--- src/rtl/nn_pkg.sv ---
// Shared constants, value type and helpers for the small CNN inference pipeline.
package nn_pkg;
    localparam int DEFAULT_VALUE_BITS      = 32;
    typedef logic signed [DEFAULT_VALUE_BITS-1:0] value_t;

    localparam int KERNEL_HEIGHT           = 3;
    localparam int KERNEL_WIDTH            = 3;
    localparam int CONV2D_1_FILTERS_NUMBER = 2;
    localparam int POOL_SIZE               = 2;

    // Valid-padding pooled size: a trailing odd row/column is dropped.
    function automatic int pool_out_size(input int n);
        return n / POOL_SIZE;
    endfunction

    function automatic value_t smax(input value_t a, input value_t b);
        return (a >= b) ? a : b;
    endfunction
endpackage

--- src/rtl/pool_line_buffer.sv ---
// Register-array line buffer: one synchronous write port, one combinational read port.
module pool_line_buffer #(
    parameter int DEPTH = 13,
    parameter int WIDTH = 32,
    localparam int AW   = (DEPTH > 1) ? $clog2(DEPTH) : 1
) (
    input  logic             clk,
    input  logic             wr_en,
    input  logic [AW-1:0]    wr_addr,
    input  logic [WIDTH-1:0] wr_data,
    input  logic [AW-1:0]    rd_addr,
    output logic [WIDTH-1:0] rd_data
);
    logic [WIDTH-1:0] mem [DEPTH];

    always_ff @(posedge clk) begin
        if (wr_en) mem[wr_addr] <= wr_data;
    end

    assign rd_data = mem[rd_addr];
endmodule

--- src/rtl/maxpool2d_stream.sv ---
// 2x2 stride-2 max pooling over a raster, channel-interleaved valid/ready stream.
module maxpool2d_stream
    import nn_pkg::*;
#(
    parameter int INPUT_HEIGHT = 26,
    parameter int INPUT_WIDTH  = 26,
    parameter int CHANNELS     = CONV2D_1_FILTERS_NUMBER,
    parameter int VALUE_BITS   = DEFAULT_VALUE_BITS
) (
    input  logic                         clk,
    input  logic                         rst_n,
    input  logic signed [VALUE_BITS-1:0] in_data,
    input  logic                         in_valid,
    output logic                         in_ready,
    output logic signed [VALUE_BITS-1:0] out_data,
    output logic                         out_valid,
    input  logic                         out_ready,
    output logic                         out_last
);
    localparam int PW       = pool_out_size(INPUT_WIDTH);
    localparam int PH       = pool_out_size(INPUT_HEIGHT);
    localparam int CHW      = (CHANNELS > 1) ? $clog2(CHANNELS) : 1;
    localparam int COLW     = $clog2(INPUT_WIDTH);
    localparam int ROWW     = $clog2(INPUT_HEIGHT);
    localparam int LB_DEPTH = PW * CHANNELS;
    localparam int LBAW     = (LB_DEPTH > 1) ? $clog2(LB_DEPTH) : 1;

    localparam logic [CHW-1:0]  CH_LAST  = CHW'(CHANNELS - 1);
    localparam logic [COLW-1:0] COL_LAST = COLW'(INPUT_WIDTH - 1);
    localparam logic [ROWW-1:0] ROW_LAST = ROWW'(INPUT_HEIGHT - 1);
    localparam logic [COLW-1:0] COL_WIN  = COLW'(2 * PW - 1);
    localparam logic [ROWW-1:0] ROW_WIN  = ROWW'(2 * PH - 1);

    function automatic logic signed [VALUE_BITS-1:0] vmax(
        input logic signed [VALUE_BITS-1:0] a,
        input logic signed [VALUE_BITS-1:0] b
    );
        return (a >= b) ? a : b;
    endfunction

    logic [CHW-1:0]  ch;
    logic [COLW-1:0] col;
    logic [ROWW-1:0] row;

    logic signed [VALUE_BITS-1:0] hold [2**CHW];
    logic signed [VALUE_BITS-1:0] h_max, lb_rd, pooled;
    logic [LBAW-1:0]              lb_addr;
    logic accept, in_win, lb_wr, load, win_last;

    assign in_ready = !out_valid || out_ready;
    assign accept   = in_valid && in_ready;
    // Trailing odd row/column beats fall outside the window and are consumed silently.
    assign in_win   = (col <= COL_WIN) && (row <= ROW_WIN);
    assign lb_wr    = accept && in_win && col[0] && !row[0];
    assign load     = accept && in_win && col[0] && row[0];
    assign win_last = (row == ROW_WIN) && (col == COL_WIN) && (ch == CH_LAST);
    assign lb_addr  = LBAW'((int'(col) / 2) * CHANNELS + int'(ch));
    assign h_max    = vmax(hold[ch], in_data);
    assign pooled   = vmax(lb_rd, h_max);

    pool_line_buffer #(.DEPTH(LB_DEPTH), .WIDTH(VALUE_BITS)) u_lbuf (
        .clk     (clk),
        .wr_en   (lb_wr),
        .wr_addr (lb_addr),
        .wr_data (h_max),
        .rd_addr (lb_addr),
        .rd_data (lb_rd)
    );

    always_ff @(posedge clk) begin
        if (accept && in_win && !col[0]) hold[ch] <= in_data;
    end

    always_ff @(posedge clk or negedge rst_n) begin
        if (!rst_n) begin
            ch  <= '0;
            col <= '0;
            row <= '0;
        end else if (accept) begin
            if (ch == CH_LAST) begin
                ch <= '0;
                if (col == COL_LAST) begin
                    col <= '0;
                    row <= (row == ROW_LAST) ? '0 : row + ROWW'(1);
                end else begin
                    col <= col + COLW'(1);
                end
            end else begin
                ch <= ch + CHW'(1);
            end
        end
    end

    // A load can coincide with a drain; load wins so no bubble appears.
    always_ff @(posedge clk or negedge rst_n) begin
        if (!rst_n) begin
            out_data  <= '0;
            out_valid <= 1'b0;
            out_last  <= 1'b0;
        end else if (load) begin
            out_data  <= pooled;
            out_valid <= 1'b1;
            out_last  <= win_last;
        end else if (out_ready) begin
            out_valid <= 1'b0;
            out_last  <= 1'b0;
        end
    end
endmodule

--- config.mk ---
export PLATFORM = sky130hd
export DESIGN_NAME = maxpool2d_stream
export DESIGN_NICKNAME = d
export VERILOG_FILES = /design/src/rtl/nn_pkg.sv /design/src/rtl/pool_line_buffer.sv /design/src/rtl/maxpool2d_stream.sv
export SDC_FILE = /design/constraint.sdc
export NUM_CORES = 1
export LEC_CHECK = 0
export CORE_ASPECT_RATIO = 1.1
export CORE_MARGIN = 8
export CORE_UTILIZATION = 30
export CTS_BUF_LIST = sky130_fd_sc_hd__clkbuf_4 sky130_fd_sc_hd__clkbuf_8
export CTS_CLUSTER_DIAMETER = 30
export DETAILED_ROUTE_END_ITERATION = 8
export SLEW_MARGIN = 40
export SYNTH_ARGS = -nofsm -noshare
export SYNTH_HDL_FRONTEND = slang
export SYNTH_SLANG_ARGS = --single-unit
--- constraint.sdc ---
create_clock -name clk -period 11.8 [get_ports clk]
set_input_delay 1.18 -clock clk [delete_from_list [all_inputs] [get_ports clk]]
set_output_delay 1.18 -clock clk [all_outputs]
set_load 0.01 [all_outputs]
Word-level counts from Yosys, hierarchy flattened
Memories as Yosys holds them, arrays and structs flattened.
Index checks and enable logic that the tools add are counted.
{"block": "classes", "order_cmp": 4, "eq_ne": 2, "add_sub_neg": 4, "n_reduce_logical": 16, "mux": 12}
{"op": "32-bit greater-or-equal comparator", "count": 2}
{"op": "32-bit 2-to-1 mux", "count": 2}
{"op": "5-bit by 1-bit adder with 5-bit output, second input constant", "count": 2}
{"op": "5-bit == test, second input constant", "count": 2}
{"op": "5-bit <= comparator, second input constant", "count": 2}
{"op": "5-bit 2-to-1 mux", "count": 2}
{"op": "1-bit logical AND", "count": 9}
{"op": "1-bit 2-to-1 mux", "count": 8}
{"op": "5-bit by 1-bit adder with 5-bit output", "count": 1}
{"op": "1-bit zero test", "count": 3}
{"op": "3-bit AND reduction", "count": 1}
{"op": "2-bit AND reduction", "count": 1}
{"op": "2-bit nonzero test", "count": 1}
{"op": "1-bit adder, second input constant", "count": 1}
{"op": "1-bit logical OR", "count": 1}
{"block": "word_totals", "reg_bits": 45, "word_cells": 46, "n_memories": 2, "ramBits": 896}
{"memory": "u_lbuf.mem", "depth": 26, "word_bits": 32, "read_ports": 1, "rd_clocked_by_memory_dff": 0, "wr": 1, "line": "pool_line_buffer.sv:14", "rtl": "logic [WIDTH-1:0] mem [DEPTH];"}
{"memory": "hold", "depth": 2, "word_bits": 32, "read_ports": 1, "rd_clocked_by_memory_dff": 0, "wr": 1, "line": "maxpool2d_stream.sv:45", "rtl": "logic signed [VALUE_BITS-1:0] hold [2**CHW];"}

Longest topological paths before layout
Gate-level depths: netlist (run 1).
{"block": "logic_depth", "depth_word": 8, "mapped_depth": 25, "ltp_nobuf": 18}

Modules after synthesis
From an unflattened synthesis (run 1), not the netlist that was laid out.
{"block": "hier_totals", "cells_unflattened": 2135, "area_unflattened_um2": 39277.7}
{"module": "pool_line_buffer", "instances": 1, "cells_each": 1508, "area_per_inst_um2": 32220.9}
{"module": "maxpool2d_stream", "instances": 1, "cells_each": 627, "area_per_inst_um2": 7056.8}

Worst setup path before layout (run 1)
OpenSTA, ideal clock, no wires.
{"block": "synth_timing", "path_kind": "register to register", "start": "register ch", "end": "register out_data[0]", "required_ps": 11733, "synth_period_minus_slack_ps": 6244, "path_slack_ps": 5556, "arrival_time_ps": 6177, "path_stages_with_launch": 24, "n_path_buf": 7, "cell_sequence": "dfrtp_1 clkbuf_1 buf_2 buf_2 buf_2 buf_1 mux2_2 ha_1 nand4_1 or4_1 o22a_1 and3_4 a211oi_4 buf_8 mux2_4 ha_1 nand2b_1 a2111o_1 a221oi_1 o21ai_0 a311o_1 clkbuf_1 nor2_1 a221o_1"}
{"block": "synth_via", "elab_chain_len": 5, "word_cells_on_any_way": 7}
{"item": "start, declared", "line": "maxpool2d_stream.sv:41", "rtl": "logic [CHW-1:0] ch;"}
{"item": "start signal, assigned", "line": "maxpool2d_stream.sv:89", "rtl": "ch <= ch + CHW'(1);"}
{"item": "memory read 2 x 32 bit (*)"}
{"item": "32-bit greater-or-equal comparator", "line": "maxpool2d_stream.sv:38", "rtl": "return (a >= b) ? a : b;"}
{"item": "32-bit 2-to-1 mux (*)", "line": "maxpool2d_stream.sv:38"}
{"item": "via h_max[0]", "line": "maxpool2d_stream.sv:46", "rtl": "logic signed [VALUE_BITS-1:0] h_max, lb_rd, pooled;"}
{"item": "32-bit greater-or-equal comparator", "line": "maxpool2d_stream.sv:38"}
{"item": "32-bit 2-to-1 mux (*)", "line": "maxpool2d_stream.sv:38"}
{"item": "end signal, assigned", "line": "maxpool2d_stream.sv:101", "rtl": "out_data <= pooled;"}
{"item": "end, declared", "line": "maxpool2d_stream.sv:15", "rtl": "output logic signed [VALUE_BITS-1:0] out_data,"}
The timed path passes the listed nets; every way through them passes the cells marked *.
A chain may end at the register's enable or synchronous reset.

Worst setup path after layout (run 1)
{"block": "layout_timing", "start": "register ch", "end": "register out_data[18]"}
{"block": "layout_via", "elab_chain_len": 5, "word_cells_on_any_way": 7}
{"item": "memory read 2 x 32 bit"}
{"item": "32-bit greater-or-equal comparator", "line": "maxpool2d_stream.sv:38"}
{"item": "32-bit 2-to-1 mux", "line": "maxpool2d_stream.sv:38"}
{"item": "32-bit greater-or-equal comparator", "line": "maxpool2d_stream.sv:38"}
{"item": "32-bit 2-to-1 mux (*)", "line": "maxpool2d_stream.sv:38"}
Every way passes the cells marked *; elsewhere a longest branch is shown, timed or not.

==> impl_metrics.env, run 1 <==
export IMPL_met2_length_um=49400
export IMPL_synth_top_area_share_pct=70.7
export IMPL_ios=71
export IMPL_cap_violations=0
export IMPL_min_period_over_period_pct=65.5
export IMPL_clock_path_buffers=3
export IMPL_p_per_area_mw_per_mm2=252
export IMPL_worst_slew_pin_slew_ns=0.863
export IMPL_n_fill_cell=11600
export IMPL_post_cts_resized=0
export IMPL_reg2reg_from="ch"
export IMPL_coreArea_mm2=0.126
export IMPL_netlist_top_cells_area="edfxtp_1 (71%), mux4_2 (11%), dfrtp_1 (3.0%)"
export IMPL_synth_top_area_cell="edfxtp_1"
export IMPL_final_cells=3975
export IMPL_hpwlAfterDp_um=57900
export IMPL_start_util_pct=30.1
export IMPL_reg2reg_setup_slack_ns=4.07
export IMPL_max_vdd_ir_drop_mv=0.169
export IMPL_cts_max_level=4
export IMPL_wire_per_inst_um=25.1
export IMPL_area_growth_pct=17.1
export IMPL_power_frac_comb_pct=32.8
export IMPL_pre_cts_slack_ns=3.83
export IMPL_seq_power_share_pct=39.8
export IMPL_yosysWarningCount=0
export IMPL_met1Wirelength_um=41400
export IMPL_syn_nets=2097
export IMPL_grt_setup_unrepaired="no"
export IMPL_clock_latency_ns=0.82
export IMPL_r2r_end="out_data[18]"
export IMPL_setup_viol=0
export IMPL_io_buffers=70
export IMPL_internal_power_mw=7.46
export IMPL_dieHeight_um=390
export IMPL_crit_type="reg2reg"
export IMPL_die_w_um=356
export IMPL_hold_buffers=0
export IMPL_slew_viol_final=0
export IMPL_ys_flop_type="edfxtp_1"
export IMPL_overflow=0
export IMPL_wl_met3_um=6810
export IMPL_drive_gt1_share_pct=26.8
export IMPL_antenna_found_initial=4
export IMPL_critPathMaxFanout=39
export IMPL_end_kind="register"
export IMPL_placed_area_mm2=0.0411
export IMPL_vias=20200
export IMPL_clock_sinks=941
export IMPL_dp_cells=3680
export IMPL_min_delay_path_class="in2async"
export IMPL_finalPower_mw=11.2
export IMPL_final_nets=2281
export IMPL_syn_area_mm2=0.0381
export IMPL_cts_root_buffer="clkbuf_8"
export IMPL_relSlewSlack_pct=42.5
export IMPL_syn_inst=1993
export IMPL_grt_pass1_vias=21100
export IMPL_tritoncts="built"
export IMPL_cts_made_buffers=160
export IMPL_fp_dieArea_mm2=0.139
export IMPL_fin_area_mm2=0.0446
export IMPL_clock_skew_ns=0.0555
export IMPL_power_switching_mw=3.77
export IMPL_start_kind="register"
export IMPL_synth_edff_count=896
export IMPL_ant_nets=0
export IMPL_p_leak_nw=14.8
export IMPL_tns_ns=0
export IMPL_cts_setup_buffers=0
export IMPL_ys_ff_latch=941
export IMPL_syn_area_per_cell_um2=19.1
export IMPL_gp_congestion=0.796
export IMPL_netlist_cell_type_count=58
export IMPL_grt_pass1_wl_um=145000
export IMPL_drtIter0Drc=2001
export IMPL_ys_seq_area_share_pct=73.6
export IMPL_drc=0
export IMPL_dr_max_layer_used="met4"
export IMPL_holdWs_ns=0.397
export IMPL_dr_pass1_iters=6
export IMPL_switching_share_pct=33.6
export IMPL_status="completed"
export IMPL_max_freq_mhz=129
export IMPL_worstPathRequired_ns=12.51
export IMPL_fp_row_count=137
export IMPL_async_reset_ff_share_pct=4.78
export IMPL_vias_per_cell=5.09
export IMPL_hold_viol=0
export IMPL_routed_wl_um=99800
export IMPL_period_needed_ns=7.73
export IMPL_final_util_pct=35.3
export IMPL_reg2reg_depth=19
export IMPL_setup_slack_ns=4.07
export IMPL_crit_arrival_ns=8.44
export IMPL_power_frac_clock_pct=27.4
export IMPL_clkSlewWorstSetupHoldPaths_ns=0.06
export IMPL_grtUsageTotal_pct=14.0
export IMPL_grt_max_degree=93
[cell usage in the layout, fill, tap and decap left out, types with 8 or more instances in the layout]
cell type	Yosys	routed
edfxtp_1	896	896
mux4_2	192	192
clkbuf_8	0	165
nand2_1	130	129
mux2i_1	89	89
clkdlybuf4s50_1	0	69
ha_1	68	68
inv_1	68	56
buf_4	0	47
a21oi_1	44	44
clkbuf_4	0	42
dfrtp_1	45	42
mux2_2	38	38
nand3_1	38	37
o211ai_1	30	30
clkinv_1	0	29
o22ai_1	27	27
nor2_4	0	23
o21ai_0	22	22
clkinv_2	0	19
nor2_1	41	18
a211oi_1	17	17
a22o_1	17	17
bufinv_16	0	13
or2_2	11	12
clkinvlp_4	0	11
inv_2	2	10
and3_1	9	9
a221o_1	9	9
inv_6	0	9
o221ai_1	8	8
[logic make-up after synthesis]
kind of cell               after synthesis  share of synthesized area [%]
xor gates and xnor gates                 1                         0.0230
adders and majority gates               68                           2.23
muxes                                  324                           15.0
and+or+nand+nor                        273                           3.31
buffers and inverters                  173                           1.91
AOI/OAI and AO/OA                      213                           3.90
DFF                                    941                           73.6
[final cells by class]
class,count,area (µm²),area share [%]
clock buffers,207,2590,5.80
multi-input cells,879,9560,21.4
clock inverters,84,810,1.82
diodes,1,2.50,0.00561
well taps,1668,2090,4.68
flip-flops and latches,941,28000,62.9
repair buffers,125,1240,2.77
inverters,70,263,0.589
[cell usage after synthesis (all sizes together) (3+ instances only)]
cell type  instances
mux2              43
edfxtp           896
a221o              9
a32oi              6
dfrtp             45
nand2b             6
nand2            130
mux2i             89
nand4              6
clkbuf            52
or2               12
mux4             192
o221ai             8
nor3b              4
inv               70
o21ai             23
and3              10
o211ai            30
a21oi             44
ha                68
o22ai             27
a21o               6
nor2b              3
and4               6
a221oi             3
nand3             38
nor2              41
buf               51
nor3               8
a211oi            18
a31oi              6
a22o              17
or4                3
[registers in the layout, summed over array words and instances, names as in the netlist]
register    cells
ch              1
u_lbuf.mem    832
hold           64
out_valid       1
col             5
out_last        1
row             5
out_data       32
[routing by layer]
layer | global-route usage, % | vias up
met5 | 0 | -
met4 | 3.99 | 0
met3 | 2.65 | 148
met2 | 23.5 | 826
met1 | 18.6 | 10800
li1 | - | 8503
[power by group through the flow]
stage	Clock (mW)	Sequential [mW]	Combinational, mW
after floorplan	0	4.47	2.44
after global placement	0	4.56	3.54
after detailed placement	0	4.57	3.66
after CTS	3.13	4.50	3.67
after global routing	3.27	4.49	3.98
final	3.07	4.47	3.68
[how the worst max path moves through the flow]
stage	startpoint	end	slack, ns	cells after the start
2_1_floorplan	ch	out_data[0]	5.56	23
4_1_cts	ch	out_data[18]	3.79	18
6_report	ch	out_data[18]	4.07	19
3_5_place_dp	ch	out_data[18]	3.83	17
5_1_grt	ch	out_data[8]	3.59	19
3_3_place_gp	ch	out_data[16]	4.03	18
[critical path, stage by stage, from the launching register on]
cell and delay [ns]:
dfrtp_4 0.75, buf_4 0.68, mux2_2 0.43, ha_1 0.32, nand4_1 0.15, or4_1 0.53
o22a_1 0.20, and3_4 0.19, a211oi_4 0.15, buf_4 0.51, mux2i_1 0.76, ha_1 0.37
a21o_1 0.18, a21o_1 0.16, a221oi_1 0.29, o21ai_0 0.21, a311o_1 0.60, buf_4 0.31
or2_2 0.49, o211ai_1 0.26
Power figures use the tool's default switching activity.
==> run 2, diff against run 1 <==
==> constraint.sdc (replaced) <==
create_clock -name clk -period 7.3 [get_ports clk]
set_input_delay 0.73 -clock clk [delete_from_list [all_inputs] [get_ports clk]]
set_output_delay 0.73 -clock clk [all_outputs]
set_load 0.01 [all_outputs]
==> impl_metrics.env, run 2 (synthesis gave the netlist of run 1 again) <==
export IMPL_dr_pass1_iters=7
export IMPL_drive_gt1_share_pct=27.6
export IMPL_crit_path_frequent_cell="buf_4"
export IMPL_slew_viol_final=0
export IMPL_dp_cells=3709
export IMPL_reg_top3="u_lbuf.mem x832, hold x64, out_data x32"
export IMPL_clock_skew_ns=0.0510
export IMPL_fp_dieArea_mm2=0.139
export IMPL_largest_reg_flops=832
export IMPL_finalPower_mw=18.2
export IMPL_status="completed"
export IMPL_hpwlAfterDp_um=61300
export IMPL_grt_pass1_wl_um=146000
export IMPL_reg2reg_setup_slack_ns=0.32
export IMPL_crit_chain="buf_4 > mux2_2 > ha_1 > a2111o_1 > a311oi_1 > o21ai_1 > a211oi_4 > buf_4 > mux2i_1 > ha_1 > a2111o_1 > a221oi_1 > o21ai_0 > a311o_1 > buf_4 > nor2_1 > a221o_1"
export IMPL_slowest_delay_ns=0.67
export IMPL_ant_nets=0
export IMPL_max_vdd_ir_drop_mv=0.230
export IMPL_internal_power_mw=12.1
export IMPL_vias=20500
export IMPL_ios=71
export IMPL_cts_root_buffer="clkbuf_8"
export IMPL_area_growth_pct=18.0
export IMPL_p_leak_nw=15.0
export IMPL_grt_pass1_vias=21200
export IMPL_overflow=0
export IMPL_crit_type="reg2reg"
export IMPL_clock_sinks=941
export IMPL_power_frac_comb_pct=32.8
export IMPL_switching_share_pct=34.0
export IMPL_start_util_pct=30.1
export IMPL_io_buffers=70
export IMPL_tritoncts="built"
export IMPL_grtUsageTotal_pct=14.2
export IMPL_reg2reg_from="ch"
export IMPL_drc=0
export IMPL_antenna_found_initial=1
export IMPL_reg2reg_depth=17
export IMPL_seq_power_share_pct=39.8
export IMPL_wire_per_inst_um=25.1
export IMPL_grt_max_degree=96
export IMPL_period_needed_ns=6.98
export IMPL_ff_latch_area_mm2=0.0280
export IMPL_endpoint="out_data[10]"
export IMPL_grt_setup_unrepaired="no"
export IMPL_start_kind="register"
export IMPL_power_switching_mw=6.20
export IMPL_fp_row_count=137
export IMPL_dieHeight_um=390
export IMPL_drtIter0Drc=2066
export IMPL_cts_max_level=4
export IMPL_n_fill_cell=11600
export IMPL_cap_violations=0
export IMPL_p_per_area_mw_per_mm2=406
export IMPL_worstPathRequired_ns=8.03
export IMPL_clock_path_buffers=3
export IMPL_max_freq_mhz=143
export IMPL_coreArea_mm2=0.126
export IMPL_top_register="u_lbuf.mem"
export IMPL_multi_input_area_mm2=0.00954
export IMPL_r2r_end="out_data[10]"
export IMPL_critPathMaxFanout=33
export IMPL_die_w_um=356
export IMPL_tns_ns=0
export IMPL_final_util_pct=35.6
export IMPL_setup_viol=0
export IMPL_cts_made_buffers=168
export IMPL_final_cells=4019
export IMPL_min_period_over_period_pct=95.6
export IMPL_final_nets=2317
export IMPL_relSlewSlack_pct=39.3
export IMPL_final_cell_mix="edfxtp_1 (896), mux4_2 (192), clkbuf_8 (173)"
export IMPL_worst_slew_pin_slew_ns=0.908
export IMPL_crit_arrival_ns=7.71
export IMPL_crit_slowest_cell="mux2i_1"
export IMPL_hold_viol=0
export IMPL_final_common_cell="edfxtp_1"
export IMPL_cts_setup_buffers=0
export IMPL_gp_congestion=0.806
export IMPL_startpoint="ch"
export IMPL_clock_latency_ns=0.83
export IMPL_routed_wl_um=101000
export IMPL_min_delay_path_class="in2async"
export IMPL_clkSlewWorstSetupHoldPaths_ns=0.06
export IMPL_power_frac_clock_pct=27.4
export IMPL_vias_per_cell=5.11
export IMPL_end_kind="register"
run 2: changes by cell type in the layout (fill, tap and decap cells not counted), moves of 4 or more:
| cell | change |
|---|---|
| buf_8 | +5 |
| clkbuf_8 | +8 |
| clkinv_1 | +7 |
| buf_4 | +20 |
| bufinv_16 | -4 |
run 2: metal layers:
layer / vias to the layer above / track usage [%] / wire length (µm)
met3: 170 / 2.82 / 7810
li1: 8596 / - / -
met1: 10900 / 19.0 / 41600
met4: 0 / 4.79 / 2640
met5: - / 0 / 0
met2: 896 / 22.9 / 48700
run 2: final cells by class:
| type | instances | share of cell area, % |
|---|---|---|
| inverter | 70 | 0.585 |
| tap | 1668 | 4.64 |
| multi-input combinational | 879 | 21.2 |
| clock inverter | 93 | 1.72 |
| timing repair buffer | 153 | 3.44 |
| clock buffer | 214 | 5.98 |
| antenna | 1 | 0.00557 |
| sequential | 941 | 62.4 |
run 2: timing repair:
action / 4_1_cts / 5_1_grt
resized for setup: 0 / 0
hold buffers: 1 / 0
endpoints found under the setup margin: 0 / 0
hold endpoints to repair: 45 / 0
run 2: power groups by stage:
stage          Clock (mW)  Sequential, mW  Combinational (mW)
2_1_floorplan           0            7.22                3.94
3_3_place_gp            0            7.36                5.81
3_5_place_dp            0            7.37                5.98
4_1_cts              5.10            7.26                6.00
5_1_grt              5.34            7.29                6.45
6_report             5.00            7.26                5.99
run 2: how the worst min path moves through the flow:
stage | from | endpoint | slack [ns] | cells after the start
after floorplan | rst_n | ch | 0.43 | 0
after global placement | row[4] | row[4] | 0.49 | 1
after detailed placement | out_last | out_last | 0.52 | 2
after CTS | rst_n | out_data[12] | 0.40 | 2
after global routing | rst_n | out_valid | 0.48 | 2
final | rst_n | out_valid | 0.46 | 2
run 2: critical path: cells and delay by family (launching register included):
family,cells,cell delay [ns]
buffers and inverters,3,0.91
AO/OA/AOI/OAI,9,3.12
flip-flops,1,0.66
AND/OR/NAND/NOR,1,0.46
multiplexers,2,1.06
adder cells (fa/ha/maj),2,0.63
run 2: through the flow:
| step | hold WS [ns] | worst slack (ns) | cell area [µm²] |
|---|---|---|---|
| 2_1_floorplan | 0.434 | 1.06 | 38100 |
| 3_3_place_gp | 0.487 | 0.231 | 41200 |
| 3_5_place_dp | 0.524 | 0.146 | 41400 |
| 4_1_cts | 0.405 | 0.279 | 44900 |
| 5_1_grt | 0.481 | 0.116 | 44900 |
| 6_report | 0.462 | 0.321 | 44900 |
